`src/rtl/fifo_pop_arbiter.sv`:
```
// Purpose: pops one of four FIFOs per cycle (almost_full first, then round-robin) into a 3-entry ordered output buffer.
// Latency: pop in cycle t, read data captured at the end of t+1, presented on valid_out in cycle t+2.
// Backpressure: dest_ready low holds the head entry stable; pops stop once buffered + inflight words reach 3.
//
// Ports:
//   clk, reset        clock, synchronous active-high reset
//   enable            permits new pops (dropping it while busy drains the buffer)
//   empty[3:0]        per-FIFO empty flags (lag a pop by 2 cycles)
//   almost_full[3:0]  per-FIFO priority request
//   fifo_err[3:0]     per-FIFO error flags, folded into the sticky err output
//   q0..q3[3:0]       FIFO read data, valid the cycle after that FIFO's pop
//   pop[3:0]          one-hot-or-zero pop strobes
//   dest_ready        downstream accept
//   valid_out         head entry valid
//   data_out[3:0]     head entry payload
//   src_id[1:0]       head entry source FIFO index
//   err               sticky error (fifo_err seen or buffer overflow)
//   busy              state machine is not IDLE
module fifo_pop_arbiter (
    input  logic       clk,
    input  logic       reset,
    input  logic       enable,
    input  logic [3:0] empty,
    input  logic [3:0] almost_full,
    input  logic [3:0] fifo_err,
    input  logic [3:0] q0,
    input  logic [3:0] q1,
    input  logic [3:0] q2,
    input  logic [3:0] q3,
    output logic [3:0] pop,
    input  logic       dest_ready,
    output logic       valid_out,
    output logic [3:0] data_out,
    output logic [1:0] src_id,
    output logic       err,
    output logic       busy
);

    typedef enum logic [1:0] {
        IDLE  = 2'd0,
        RUN   = 2'd1,
        DRAIN = 2'd2
    } state_t;

    state_t     r_state;
    state_t     w_state_nxt;

    logic [1:0] r_cool [4];
    logic [1:0] r_last_grant;
    logic       r_inflight;
    logic [1:0] r_inf_src;
    logic [5:0] r_buf [3];
    logic [1:0] r_rd_ptr;
    logic [1:0] r_wr_ptr;
    logic [1:0] r_occ;
    logic       r_err;

    logic [2:0] w_load;
    logic [3:0] w_elig;
    logic [3:0] w_cand;
    logic [3:0] w_pop;
    logic       w_pop_any;
    logic [1:0] w_grant;
    logic [1:0] w_idx;
    logic [3:0] w_cap_data;
    logic       w_valid;
    logic       w_deq;
    logic       w_wr;
    logic       w_overflow;

    function automatic logic [1:0] ptr_inc(input logic [1:0] p);
        return (p == 2'd2) ? 2'd0 : p + 2'd1;
    endfunction

    // Words already committed to the buffer: stored plus the one arriving next edge.
    assign w_load = {1'b0, r_occ} + {2'b00, r_inflight};

    always_comb begin
        w_elig = 4'b0000;
        for (int i = 0; i < 4; i++) begin
            w_elig[i] = !empty[i] && (r_cool[i] == 2'd0) && enable
                        && (w_load < 3'd3) && (r_state != DRAIN) && !reset;
        end
    end

    // Priority group first, then round-robin search starting after the last grant.
    always_comb begin
        w_cand    = (|(w_elig & almost_full)) ? (w_elig & almost_full) : w_elig;
        w_grant   = r_last_grant;
        w_pop_any = 1'b0;
        w_idx     = 2'd0;
        for (int k = 1; k <= 4; k++) begin
            w_idx = r_last_grant + 2'(k);
            if (!w_pop_any && w_cand[w_idx]) begin
                w_grant   = w_idx;
                w_pop_any = 1'b1;
            end
        end
        w_pop = w_pop_any ? (4'b0001 << w_grant) : 4'b0000;
    end

    always_comb begin
        w_cap_data = q0;
        case (r_inf_src)
            2'd0:    w_cap_data = q0;
            2'd1:    w_cap_data = q1;
            2'd2:    w_cap_data = q2;
            default: w_cap_data = q3;
        endcase
    end

    assign w_valid    = (r_occ != 2'd0);
    assign w_deq      = w_valid && dest_ready;
    // A capture into a full buffer is only safe if the head leaves in the same cycle.
    assign w_wr       = r_inflight && ((r_occ != 2'd3) || w_deq);
    assign w_overflow = r_inflight && (r_occ == 2'd3) && !w_deq;

    always_ff @(posedge clk) begin
        if (reset) begin
            r_last_grant <= 2'd3;
            r_inflight   <= 1'b0;
            r_inf_src    <= 2'd0;
            r_rd_ptr     <= 2'd0;
            r_wr_ptr     <= 2'd0;
            r_occ        <= 2'd0;
            r_err        <= 1'b0;
            for (int i = 0; i < 4; i++) r_cool[i] <= 2'd0;
            for (int i = 0; i < 3; i++) r_buf[i] <= 6'd0;
        end else begin
            if (w_wr) begin
                r_buf[r_wr_ptr] <= {r_inf_src, w_cap_data};
                r_wr_ptr        <= ptr_inc(r_wr_ptr);
            end
            if (w_deq) r_rd_ptr <= ptr_inc(r_rd_ptr);
            case ({w_wr, w_deq})
                2'b10:   r_occ <= r_occ + 2'd1;
                2'b01:   r_occ <= r_occ - 2'd1;
                default: r_occ <= r_occ;
            endcase

            r_inflight <= w_pop_any;
            r_inf_src  <= w_grant;
            if (w_pop_any) r_last_grant <= w_grant;

            // Empty lags pop by 2 cycles, so a popped FIFO sits out the next two.
            for (int i = 0; i < 4; i++) begin
                if (w_pop[i])                r_cool[i] <= 2'd2;
                else if (r_cool[i] != 2'd0)  r_cool[i] <= r_cool[i] - 2'd1;
            end

            if ((|fifo_err) || w_overflow) r_err <= 1'b1;
        end
    end

    always_ff @(posedge clk) begin
        if (reset) r_state <= IDLE;
        else       r_state <= w_state_nxt;
    end

    always_comb begin
        w_state_nxt = r_state;
        case (r_state)
            IDLE: begin
                if (w_pop_any) w_state_nxt = RUN;
            end
            RUN: begin
                if (!enable)
                    w_state_nxt = DRAIN;
                else if ((w_elig == 4'b0000) && (r_occ == 2'd0) && !r_inflight)
                    w_state_nxt = IDLE;
            end
            DRAIN: begin
                if (enable)
                    w_state_nxt = RUN;
                else if ((r_occ == 2'd0) && !r_inflight)
                    w_state_nxt = IDLE;
            end
            default: w_state_nxt = IDLE;
        endcase
    end

    // Outputs are forced to their idle values for the whole time reset is high,
    // including the first cycle before the registers have been cleared.
    assign pop       = w_pop;
    assign valid_out = w_valid && !reset;
    assign data_out  = valid_out ? r_buf[r_rd_ptr][3:0] : 4'd0;
    assign src_id    = valid_out ? r_buf[r_rd_ptr][5:4] : 2'd0;
    assign err       = r_err && !reset;
    assign busy      = (r_state != IDLE) && !reset;

endmodule

```
`config.mk`:
```
export PLATFORM = sky130hd
export DESIGN_NAME = fifo_pop_arbiter
export DESIGN_NICKNAME = d
export VERILOG_FILES = /design/src/rtl/fifo_pop_arbiter.sv
export SDC_FILE = /design/constraint.sdc
export NUM_CORES = 1
export LEC_CHECK = 0
export ABC_CLOCK_PERIOD_IN_PS = 2200
export BUFFER_PORTS_ARGS = -buffer_cell sky130_fd_sc_hd__buf_4
export CORE_ASPECT_RATIO = 0.7
export CORE_MARGIN = 2
export CORE_UTILIZATION = 42
export DETAILED_ROUTE_END_ITERATION = 10
export GPL_ROUTABILITY_DRIVEN = 0
export PLACE_DENSITY = 0.73
export RECOVER_POWER = 50
export SLEW_MARGIN = 20
export SYNTH_ARGS = -nofsm -noshare
export SYNTH_HDL_FRONTEND = slang
export SYNTH_SLANG_ARGS = --single-unit
```
`constraint.sdc`:
```
create_clock -name clk -period 2.2 [get_ports clk]
set_input_delay 0 -clock clk [delete_from_list [all_inputs] [get_ports clk]]
set_output_delay 0 -clock clk [all_outputs]
set_load 0.02 [all_outputs]
```
### Word level (Yosys, flattened, before mapping)

Memories as Yosys holds them, arrays and structs flattened. A register that Yosys moved wholly into a read port is not among the register bits.
Index checks and enable logic that the tools add are counted.

* $add $sub $neg: 12
* multiply operators: 0
* divide/modulo/power cells: 0
* order comparisons: 5
* equality and inequality tests: 14
* shift operators: 1
* multiplexer cells: 76
* bitwise gates (word level): 9
* reduce and logical (&&, ||, !) cells: 64

Operators by type and width (number)
* $mux W2: 23
* $mux W1: 42
* $logic_and A1 B1 Y1: 33
* $logic_not A2 Y1: 7
* $reduce_bool A2 Y1: 7
* $eq A2 B2 Y1 const B: 6
* $lt A2 B3 Y1 const B: 4
* $mux W4: 3
* $pmux W4 S3: 1
* $logic_not A1 Y1: 10
* $sub A2 B1 Y2 const B: 5
* $add A2 B1 Y2 const B: 4
* $bmux W1 S2: 4
* $or A1 B1 Y1: 8
* $reduce_or A4 Y1: 2
* $eq A2 B1 Y1 const B: 3
* $mux W6: 1
* $ne A2 B2 Y1 const B: 3
* $ne A3 B3 Y1 const B: 2
* $pmux W2 S3: 1
* $reduce_or A6 Y1: 1
* $add A2 B2 Y2 const B: 2
* $and A4 B4 Y4: 1
* $logic_not A4 Y1: 1
* other kinds (6): 7

* register bits after elaboration: 14
* latch bits: 0
* memory bits (writable): 26
* ROM bits: 0
* input bits: 32
* output and inout bits: 13
* word-level logic and storage cells: 191
* memories kept: 2

Memories
* r_buf: words 3, bits a word 6, rd ports 1, clocked after memory_dff 1, wr ports 3, line 52 `logic [5:0] r_buf [3];`
* r_cool: words 4, bits a word 2, rd ports 4, clocked after memory_dff 0, wr ports 4, line 48 `logic [1:0] r_cool [4];`

### Depth between registers and ports, before layout

Gate-level depths: netlist of the first run.

* word-level depth: 28
* depth in mapped cells: 7

### Least setup slack after synthesis of the first run

Ideal clock, no wire load.

* path kind: register to register
* start point: register r_inflight
* end point: memory r_cool[0][0] (enable)
* arrival: 1961 ps
* setup slack: -62 ps
* stages on the path, launching flop included: 8
* period minus slack after synthesis: 2262 ps
* path through: dfxtp_1 > ha_1 > ha_1 > nor3b_2 > and3_1 > nand3_1 > a221oi_2 > nand3b_1

RTL lines
* start: declaration: line 50 `logic r_inflight;`
* start signal: assignment: line 141 `r_inflight <= w_pop_any;`
* end: declaration: line 48

### Worst setup path in the final report of the first run

* start point: register r_inflight
* end point: output port pop[2]

* word-level cells in the longest chain between the ends: 22
* elaborated cells on any way between the ends: 41
* those cells by class: 1 x add/sub; 1 x order compare; 1 x shift; 18 x mux; 1 x bitwise; 19 x reduce/logical

Ends and longest elaborated chain
* $add A2 B1 Y3 (*): line 76 `assign w_load = {1'b0, r_occ} + {2'b00, r_inflight};`
* $lt A3 B2 Y1 (*): line 82 `&& (w_load < 3'd3) && (r_state != DRAIN) && !reset;`
* $logic_and A1 B1 Y1 (3 in series): line 82
* $and A4 B4 Y4: line 88 `w_cand = (|(w_elig & almost_full)) ? (w_elig & almost_full) : w_elig;`
* $reduce_or A4 Y1: line 88
* $mux W4 (*): line 88
* $bmux W1 S2: line 94 `if (!w_pop_any && w_cand[w_idx]) begin`
* $mux W1 (not written as such): line 94
* [4 not listed]
* $logic_not A1 Y1: line 94
* $logic_and A1 B1 Y1: line 94
* $mux W1: line 94
* $logic_not A1 Y1: line 94
* $logic_and A1 B1 Y1: line 94
* $mux W2: line 94
* $shl A1 B2 Y4: line 99 `w_pop = w_pop_any ? (4'b0001 << w_grant) : 4'b0000;`
* $mux W4 (*): line 99
* end: declaration: line 30 `output logic [3:0] pop,`

Every way passes the cells marked *; elsewhere a longest branch is shown, timed or not. The select of a mux whose other input is x is not followed.

==> flow_summary.yaml, run 1 <==
outcome:
  outcome: "complete, but fails checks"
  violated_checks: "negative setup slack"
run:
  timing.max_cap.violations: 0
clock_network:
  cts-root-buf: "clkbuf_8"
  tritoncts: "built"
  clock_path_buffers: 2
  htreeDepth: 2
  tritoncts_num_sinks: 48
  cts_clk_pin_slew_worst_paths_ps: 90
  clk-insertion-delay-late_ps: 310
  cts-buffers-inserted: 5
yosys:
  synth-edff-count: 32
  synthFlopType: "edfxtp_1"
  syn_avg_cell_area_um2: 11.0
  synth.lib_cells_used.distinct: 51
  synth_sequential_area_ratio: 0.489
  mappedNetlistArea_um2: 2620
  synth.net_count: 276
  syn_warnings: 0
  ys_ff_latch: 48
  synthArstFlopShare: 0
  synthesis.instances: 238
sta:
  clock_skew_ps: 6.44
  slew_violations: 0
  tightest_slew_ps: 672
  clock.fmax_mhz: 412
  setup_tns_ps: -1730
  hold_violations: 0
  hold_ws_ps: 45.9
  final.setup.worst_slack_ps: -225
  max_slew_margin: 0.549
  min_period_ps: 2420
  finalCritPeriodShare: 1.10
  grt_setup_unrepaired: "yes"
  setup_viol: 17
worst_setup_path:
  critical_path.startpoint_type: "register"
  worstPathRequired_ps: 2200
  worst_ep_arrival_time_ps: 2420
  critPathCaptureType: "output port"
  worst-path-buf-inv: 4
  maximum_net_fanout_on_the_critical_path: 6
  critical_path.slowest_cell: "nor3b_4"
  critPathTopFamily: "simple AND/OR/NAND/NOR gates"
  max_stage_delay_ps: 350
  cell_chain_of_the_critical_path: "ha_4, ha_4, nor3b_4, buf_4, nand4_1, a2bb2oi_2, o221ai_1, buf_4, inv_2, buf_6"
  crit_type: "reg -> out"
cells_and_area:
  antennaDiodeCount: 0
  layout-drive-gt1-share: 0.415
  final_core_util: 0.608
  stdcell_area_um2: 3730
  finalNetCount: 365
  synthToLayoutAreaGrowth_pct: 42.4
placed_design:
  port_buffers: 44
  placement.cell_area_um2: 3230
  dpl.hpwl_um: 4370
  placement.setup.worst_slack_ps: -150
pwr:
  internal-power_mw: 2.18
  p_comb_frac: 0.414
  leakage_nw: 1.46
  power.ir.vdd_worst_mv: 0.329
  cellPowerDensity_nw_per_um2: 880
  power.share.clock: 0.199
  power_frac_seq: 0.387
  netSwitchingPower_mw: 1.10
  power_switching_share: 0.336
detailed_routing:
  vias: 2292
  drtAntennaViolNets: 0
  overall_routed_net_length_um: 6890
  drtPass1Iterations: 4
  drt-wirelength-per-cell_um: 17.0
  drt_drc_violations_left: 0
  initialDrtViolationCount: 248
  viasPerCell: 5.65
floorplan:
  initial_core_util: 0.427
  number_of_cell_rows: 24
  placeableCoreArea_um2: 6130
  area_of_the_die_um2: 6890
  dieHeight_um: 70.1
  boundaryPins: 45
  die_outline_width_um: 98.4
worst_hold_path:
  hold_path_class: "in -> reg"
grt:
  grt.total_usage: 0.187
  grt_first_pass_wirelength_um: 10300
  number_of_antenna_violations_at_the_first_check_in_global_routing: 0
  overflow: 0
  first_global_vias: 2148
  grt_start_max_net_pins: 26
[layer usage]
layer,GRT usage,up-vias,share of wire
li1,-,1080,-
met1,0.267,1108,0.45
met2,0.289,94,0.47
met3,0.0460,10,0.062
met4,0.0487,0,0.014
met5,0,-,0
[flip-flops by register name, summed over array words and instances, names as in the netlist, named ones only]
name and cells:
r_last_grant 2, r_inf_src 2, r_err 1, r_wr_ptr 2, r_cool 8, r_rd_ptr 2
r_inflight 1, r_buf 24, r_occ 2, r_state 2
[what timing repair did]
action	4_1_cts	5_1_grt
pin swaps	17	19
endpoints found under the setup margin	16	15
hold endpoints to repair	2	0
buffers inserted	8	8
gates resized for setup	27	32
hold buffers	3	0
[cell families (layout without fill, tap and decap cells)]
family / count (synthesis) / after routing / share of synthesized area
fa+ha+maj: 6 / 6 / 0.0287
simple gates: 111 / 111 / 0.246
flops: 48 / 48 / 0.489
compound gates: 42 / 42 / 0.119
mux: 10 / 10 / 0.0860
buf+inv: 21 / 111 / 0.0306
[metrics by stage]
stage | std cells | power, mW
finish | 406 | 3.28
global route | 406 | 3.45
CTS | 398 | 3.10
detailed placement | 379 | 2.29
global placement | 379 | 2.26
floorplan | 238 | 1.90
[worst register-to-register path, cell delays in order (launching register included)]
cell	delay, ps
dfxtp_1	340
ha_4	160
ha_4	150
nor3b_4	350
buf_4	190
nand4_1	180
a2bb2oi_2	190
o221ai_1	230
buf_4	170
buf_6	100
nand3_4	70
[layout make-up]
type / count / area [um2]
fillers: 507 / 2400
multi-input cells: 169 / 1510
flip-flops and latches: 48 / 1280
repair buffers: 90 / 676
well taps: 78 / 97.6
clock buffers: 5 / 68.8
inverters: 13 / 48.8
clock inverters: 3 / 46.3
[path summary, 6_finish.rpt]
path	startpoint	endpoint	slack [ps]	cells after the start
max	r_inflight$_SDFF_PP0_	pop[2]	-220	10
min	dest_ready	r_occ[1]$_SDFFE_PP0P_	50	4
max reg2reg	r_inflight$_SDFF_PP0_	r_cool[2][0]$_SDFFCE_PN0P_	-160	10
min reg2reg	r_rd_ptr[1]$_SDFFE_PP0P_	register	520	2
[cell usage in the layout, fill, tap and decap left out, types with 2 or more instances in the layout]
| master | synthesis | layout |
|---|---|---|
| buf_4 | 0 | 63 |
| edfxtp_1 | 32 | 32 |
| and2_1 | 18 | 18 |
| dfxtp_1 | 16 | 15 |
| nor3_1 | 13 | 13 |
| nor2_1 | 16 | 13 |
| clkbuf_1 | 7 | 13 |
| inv_1 | 13 | 11 |
| nor2b_1 | 12 | 11 |
| buf_6 | 0 | 11 |
| mux4_2 | 10 | 10 |
| nand4_1 | 6 | 6 |
| nand2_1 | 10 | 6 |
| or2_2 | 7 | 6 |
| a21oi_1 | 8 | 6 |
| nand2b_1 | 5 | 5 |
| nand3_1 | 6 | 5 |
| o21ai_0 | 6 | 5 |
| clkbuf_8 | 0 | 5 |
| nor3b_1 | 4 | 4 |
| ha_4 | 0 | 4 |
| nand3b_1 | 3 | 3 |
| nand2_2 | 0 | 3 |
| dlygate4sd3_1 | 0 | 3 |
| inv_2 | 0 | 2 |
| nand3b_4 | 0 | 2 |
| a41o_1 | 2 | 2 |
| and3_4 | 1 | 2 |
| nor2_2 | 0 | 2 |
| o211ai_1 | 2 | 2 |
| o311ai_0 | 2 | 2 |
| a31oi_1 | 2 | 2 |
[cell usage after synthesis, types with 2 or more instances]
cell type  number  share of area
edfxtp_1       32           0.37
and2_1         18          0.043
dfxtp_1        16           0.12
nor2_1         16          0.023
inv_1          13          0.019
nor3_1         13          0.025
nor2b_1        12          0.029
mux4_2         10          0.086
nand2_1        10          0.014
a21oi_1         8          0.015
clkbuf_1        7          0.010
or2_2           7          0.017
ha_1            6          0.029
nand3_1         6          0.011
nand4_1         6          0.014
o21ai_0         6          0.011
nand2b_1        5          0.012
nor3b_1         4          0.011
nand3b_1        3         0.0086
a31oi_1         2         0.0048
a41o_1          2         0.0076
a41oi_1         2         0.0067
and3_1          2         0.0048
nand3b_2        2         0.0086
o2111ai_1       2         0.0067
o211ai_1        2         0.0057
o311ai_0        2         0.0067
[power groups by stage]
stage | Combinational (mW) | Clock (mW) | Sequential, mW
after floorplan | 0.666 | 0 | 1.23
after detailed placement | 1.01 | 0 | 1.28
final | 1.36 | 0.654 | 1.27
after global placement | 0.991 | 0 | 1.27
after global routing | 1.46 | 0.698 | 1.29
after CTS | 1.18 | 0.654 | 1.27
No activity file was read; power rests on OpenSTA's default activity.
==> run 2: changes to the inputs <==
--- a/config.mk
+++ b/config.mk
@@ -5,6 +5,7 @@
 export SDC_FILE = /design/constraint.sdc
 export NUM_CORES = 1
 export LEC_CHECK = 0
+export ABC_AREA = 1
 export ABC_CLOCK_PERIOD_IN_PS = 2200
 export BUFFER_PORTS_ARGS = -buffer_cell sky130_fd_sc_hd__buf_4
 export CORE_ASPECT_RATIO = 0.7
@@ -12,6 +13,7 @@
 export CORE_UTILIZATION = 42
 export DETAILED_ROUTE_END_ITERATION = 10
 export GPL_ROUTABILITY_DRIVEN = 0
+export GPL_TIMING_DRIVEN = 0
 export PLACE_DENSITY = 0.73
 export RECOVER_POWER = 50
 export SLEW_MARGIN = 20
==> flow_summary.yaml, run 2 <==
grt:
  grt.total_usage: 0.193
  overflow: 0
  first_global_vias: 2354
  grt_util_met1: 0.279
  grt_first_pass_wirelength_um: 10900
  groute.layer.met3.usage: 0.0371
  grt_use_met2: 0.296
  number_of_antenna_violations_at_the_first_check_in_global_routing: 0
  grt_start_max_net_pins: 14
  grt_most_used_layer: "met2"
floorplan:
  die_outline_width_um: 101
  placeableCoreArea_um2: 6280
  dieHeight_um: 71.8
  number_of_cell_rows: 24
  boundaryPins: 45
  area_of_the_die_um2: 7250
  initial_core_util: 0.440
detailed_routing:
  overall_routed_net_length_um: 6780
  drtAntennaViolNets: 0
  drt_drc_violations_left: 0
  drtPass1Iterations: 4
  vias: 2510
  initialDrtViolationCount: 101
  viasPerCell: 5.13
  drt-wirelength-per-cell_um: 13.9
placed_design:
  dpl.hpwl_um: 4820
  port_buffers: 43
clock_network:
  htreeDepth: 2
  clock_path_buffers: 2
  cts-buffers-inserted: 5
  cts_clk_pin_slew_worst_paths_ps: 80
  tritoncts_num_sinks: 48
  clk-insertion-delay-late_ps: 300
  cts-root-buf: "clkbuf_8"
  tritoncts: "built"
worst_setup_path:
  worstPathRequired_ps: 2200
  path_depth: 19
  worst_path_most_repeated_cell: "nand2_4"
  crit_type: "reg -> out"
  cell_chain_of_the_critical_path: "ha_4, ha_4, a21oi_4, buf_12, nand4_4, nand2_4, nor2_4, nand2_1, nand3_2, nand2_1, nand2_2, nand2_4, nand4_1, buf_4, nand2_4, nor2_4, nand2_4, inv_2, buf_6"
  critical_path.slowest_cell: "dfxtp_4"
  critPathCaptureType: "output port"
  worst_ep_arrival_time_ps: 2870
  r2r_cells: 19
  max_stage_delay_ps: 360
  maximum_net_fanout_on_the_critical_path: 7
  critPathTopFamily: "simple AND/OR/NAND/NOR gates"
  critical_path.startpoint_type: "register"
  worst-path-buf-inv: 4
sta:
  finalCritPeriodShare: 1.30
  clock_skew_ps: 5.14
  hold_violations: 0
  hold_ws_ps: 20.3
  max_slew_margin: 0.472
  slew_violations: 0
  final.setup.worst_slack_ps: -668
  clock.fmax_mhz: 349
  grt_setup_unrepaired: "yes"
  tightest_slew_ps: 786
  setup_viol: 20
  min_period_ps: 2870
worst_hold_path:
  whs_path_depth: 3
  hold_path_class: "in -> reg"
outcome:
  violated_checks: "negative setup slack"
  outcome: "complete, but fails checks"
yosys:
  area_share_of_the_largest_cell_type_after_synthesis: 0.348
  ys_top_cells_by_area: "edfxtp_1 (35%), dfxtp_1 (12%), nor2_1 (7.9%), inv_1 (7.5%), nand3_1 (7.3%)"
  synth_commonest_cells: "nor2_1 (58), inv_1 (55), nand2_1 (47)"
  synth.net_count: 380
  ys_ff_latch: 48
  synthesis.instances: 342
  most_numerous_cell_in_the_yosys_netlist: "nor2_1"
  synth.lib_cells_used.distinct: 36
  synthArstFlopShare: 0
  synth_sequential_area_ratio: 0.464
  synthFlopType: "edfxtp_1"
  syn_avg_cell_area_um2: 8.07
  synth-edff-count: 32
  mappedNetlistArea_um2: 2760
  netlist.top_cell.by_area: "edfxtp_1"
  syn_warnings: 0
cells_and_area:
  finalNetCount: 448
  regMostFlops: "r_buf"
  synthToLayoutAreaGrowth_pct: 33.8
  final_core_util: 0.588
  layout_common_cells: "nor2_1 (54), inv_1 (50), buf_4 (43)"
  antennaDiodeCount: 0
  largest_register_ff_count: 24
  layout-drive-gt1-share: 0.321
  most_frequent_standard_cell_in_the_layout_excluding_fill_and_tap_cells: "nor2_1"
  biggestRegsByFlops: "r_buf: 24 flops, r_cool: 8 flops"
pwr:
  power.ir.vdd_worst_mv: 0.843
  leakage_nw: 1.67
  cellPowerDensity_nw_per_um2: 1150
run:
  timing.max_cap.violations: 0
==> run 2: power breakdown <==
group | switching, mW | internal [mW]
Clock | 0.280 | 0.222
Sequential | 0.119 | 1.19
Combinational | 1.48 | 0.932
Total | 1.88 | 2.35
==> run 2: worst reg2reg max path, stage by stage (launching register included) <==
cell and delay, ps:
dfxtp_4 360, ha_4 160, ha_4 260, a21oi_4 50
buf_12 130, nand4_4 130, nand2_4 90, nor2_4 200
nand2_1 100, nand3_2 100, nand2_1 70, nand2_2 100
nand2_4 90, nand4_1 110, buf_4 140, nand2_4 60
nor2_4 150, nand2_2 80, buf_6 130, nand3_4 50
==> run 2: worst paths after layout <==
kind | slack, ps | startpoint | to
max | -670 | r_inflight$_SDFF_PP0_ | pop[2]
min | 20 | enable | r_state[0]$_SDFFE_PP0P_
max reg2reg | -650 | r_inflight$_SDFF_PP0_ | r_cool[0][1]$_SDFFCE_PN0P_
min reg2reg | 500 | r_err$_SDFFE_PP0P_ | r_err$_SDFFE_PP0P_
==> run 2: layer usage <==
layer / up-vias / routed length, um
met1: 1174 / 3250
li1: 1268 / -
met5: - / 0
met2: 64 / 3090
met3: 4 / 390
met4: 0 / 48
==> run 2: what timing repair did <==
action / CTS / global route
hold buffers: 5 / 0
gates cloned: 0 / 0
setup buffers: 9 / 5
endpoints found under the setup margin: 20 / 21
pin swaps: 17 / 14
endpoints found under the hold margin: 4 / 0
resized for setup: 24 / 25
==> run 2: cell families (layout without fill, tap and decap cells) <==
group / Yosys count / in the layout / share of synthesized area
xor+xnor: 1 / 1 / 0.00317
simple gates: 178 / 178 / 0.316
fa+ha+maj: 6 / 6 / 0.0272
flops: 48 / 48 / 0.464
buf+inv: 63 / 132 / 0.0907
compound gates: 46 / 46 / 0.0993
==> run 2: final cells by class <==
cell class,count,area (um2)
buffer,6,31.3
clock buffer,7,76.3
clock inverter,1,3.75
fill,543,2580
inverter,57,219
multi-input combinational,231,1480
sequential,48,1290
tap,78,97.6
timing repair buffer,61,494
==> run 2: metrics by stage <==
stage                     power, mW  worst slack (ps)  cell area, um2  TNS, ps  std cells
final                          4.23              -668            3690   -10890        489
after global routing           4.51              -794            3690   -13230        489
after CTS                      3.93              -605            3580    -9040        485
after detailed placement       3.14              -613            3280    -9770        463
after global placement         3.07              -538            3270    -8380        463
after floorplan                2.70              -265            2850    -2960        342
==> run 3: changes to the inputs <==
--- a/config.mk
+++ b/config.mk
@@ -16,6 +16,7 @@
 export GPL_TIMING_DRIVEN = 0
 export PLACE_DENSITY = 0.73
 export RECOVER_POWER = 50
+export SETUP_SLACK_MARGIN = 0.15
 export SLEW_MARGIN = 20
 export SYNTH_ARGS = -nofsm -noshare
 export SYNTH_HDL_FRONTEND = slang
==> flow_summary.yaml, run 3 (synthesis gave the netlist of run 2 again) <==
pwr:
  cellPowerDensity_nw_per_um2: 1200
  leakage_nw: 1.74
  power.ir.vdd_worst_mv: 1.12
grt:
  grt_first_pass_wirelength_um: 11200
  number_of_antenna_violations_at_the_first_check_in_global_routing: 0
  first_global_vias: 2392
  grt.total_usage: 0.196
  overflow: 0
  grt_start_max_net_pins: 17
placed_design:
  placement.setup.worst_slack_ps: -595
  port_buffers: 43
  placed_cells_incl_taps: 463
  placement.cell_area_um2: 3280
  dpl.hpwl_um: 4740
floorplan:
  area_of_the_die_um2: 7250
  placeableCoreArea_um2: 6280
  dieHeight_um: 71.8
  number_of_cell_rows: 24
  boundaryPins: 45
  die_outline_width_um: 101
  initial_core_util: 0.440
run:
  timing.max_cap.violations: 0
worst_setup_path:
  cell_chain_of_the_critical_path: "ha_4, ha_4, a21oi_4, buf_12, nand4_1, nand2_2, nor2_4, nand2_2, nand3_4, nand2_4, nand2_4, nand2_4, nand4_1, a21oi_4, nand2_4, buf_12, nand3_4"
  worst_ep_arrival_time_ps: 2900
  critPathTopFamily: "simple AND/OR/NAND/NOR gates"
  worst_path_most_repeated_cell: "nand2_4"
  critPathCaptureType: "register"
  worstSetupStartpoint: "r_inflight$_SDFF_PP0_"
  critical_path.slowest_cell: "dfxtp_4"
  maximum_net_fanout_on_the_critical_path: 7
  critPathCapture: "r_cool[1][1]$_SDFFCE_PN0P_"
  path_depth: 17
  worst-path-buf-inv: 2
  critical_path.startpoint_type: "register"
  r2r_cells: 17
  rr_startpoint: "r_inflight$_SDFF_PP0_"
  r2r_end: "r_cool[1][1]$_SDFFCE_PN0P_"
  worstPathRequired_ps: 2220
  r2r_slack_ps: -670
  max_stage_delay_ps: 360
  crit_type: "reg -> reg"
clock_network:
  cts-root-buf: "clkbuf_8"
  tritoncts_num_sinks: 48
  cts-buffers-inserted: 5
  clock_path_buffers: 2
  htreeDepth: 2
  tritoncts: "built"
  clk-insertion-delay-late_ps: 310
  cts_clk_pin_slew_worst_paths_ps: 90
cells_and_area:
  synthToLayoutAreaGrowth_pct: 39.5
  layout-drive-gt1-share: 0.349
  finish.cell_count_without_fillers: 491
  antennaDiodeCount: 0
  stdcell_area_um2: 3850
  finalNetCount: 450
  final_core_util: 0.613
  most_frequent_standard_cell_in_the_layout_excluding_fill_and_tap_cells: "nor2_1"
  regMostFlops: "r_buf"
  largest_register_ff_count: 24
  biggestRegsByFlops: "r_buf: 24 flops, r_cool: 8 flops"
  fillCellCount: 535
  layout_common_cells: "nor2_1 (56), inv_1 (50), buf_4 (41)"
sta:
  max_slew_margin: 0.491
  tightest_slew_ps: 757
  clock_skew_ps: 13.4
  hold_violations: 0
  min_period_ps: 2870
  slew_violations: 0
  grt_setup_unrepaired: "yes"
  clock.fmax_mhz: 348
  hold_ws_ps: 2.28
  final.setup.worst_slack_ps: -673
  finalCritPeriodShare: 1.31
  setup_viol: 20
detailed_routing:
  viasPerCell: 5.15
  drtPass1Iterations: 4
  drtAntennaViolNets: 0
  overall_routed_net_length_um: 6660
  drt-wirelength-per-cell_um: 13.6
  vias: 2527
  initialDrtViolationCount: 207
  drt_drc_violations_left: 0
outcome:
  outcome: "complete, but fails checks"
  violated_checks: "negative setup slack"
worst_hold_path:
  hold_path_class: "in -> reg"
-- run 3: cell count changes in the layout (fill, tap and decap cells not counted), sizes merged --
cell,change
clkbuf,-2
clkinv,-1
bufinv,+2
buf,+2
inv,+1
-- run 3: tightest hold or removal path, stage by stage --
cell and delay [ps]:
buf_4 130, o311ai_2 70, a21oi_1 60
-- run 3: where the power goes --
group	switching, mW	internal [mW]
registers	0.121	1.19
logic	1.50	1.02
clock network	0.313	0.458
total	1.94	2.67
-- run 3: worst min path at each step --
stage	start	end	slack, ps	cells after the start
final	enable	r_state[0]$_SDFFE_PP0P_	2	3
after global routing	enable	r_state[0]$_SDFFE_PP0P_	8	3
after CTS	q3[1]	r_buf[3][1]$_DFFE_PP_	4	3
after detailed placement	dest_ready	r_occ[1]$_SDFFE_PP0P_	240	2
after global placement	dest_ready	r_occ[1]$_SDFFE_PP0P_	220	2
after floorplan	dest_ready	r_occ[1]$_SDFFE_PP0P_	120	1
-- run 3: metal layers --
metal	track usage	share of wire	vias to the layer above
met2	0.301	0.45	66
met3	0.0380	0.070	4
met1	0.291	0.48	1186
met5	0	0	-
met4	0.0405	0.0069	0
li1	-	-	1271
-- run 3: layout make-up --
type,count,area (um2),area share
Buffer,6,31.3,0.00812
Clock buffer,5,68.8,0.0179
Clock inverter,3,68.8,0.0179
Inverter,57,219,0.0569
Multi-Input combinational cell,231,1540,0.401
Sequential cell,48,1290,0.335
Tap cell,78,97.6,0.0253
Timing Repair Buffer,63,533,0.138
-- run 3: stage by stage --
stage | power, mW | setup TNS (ps)
final | 4.61 | -11430
after global routing | 4.93 | -14420
after CTS | 4.38 | -10320
after detailed placement | 3.14 | -9370
after global placement | 3.07 | -7920
after floorplan | 2.70 | -2960
-- run 3: timing repair --
| item | 4_1_cts | 5_1_grt |
|---|---|---|
| hold endpoints to repair | 4 | 0 |
| setup buffers | 12 | 3 |
| pin swaps | 7 | 18 |
| hold buffers | 5 | 0 |
| gates resized for setup | 33 | 34 |
| endpoints found under the setup margin | 20 | 39 |
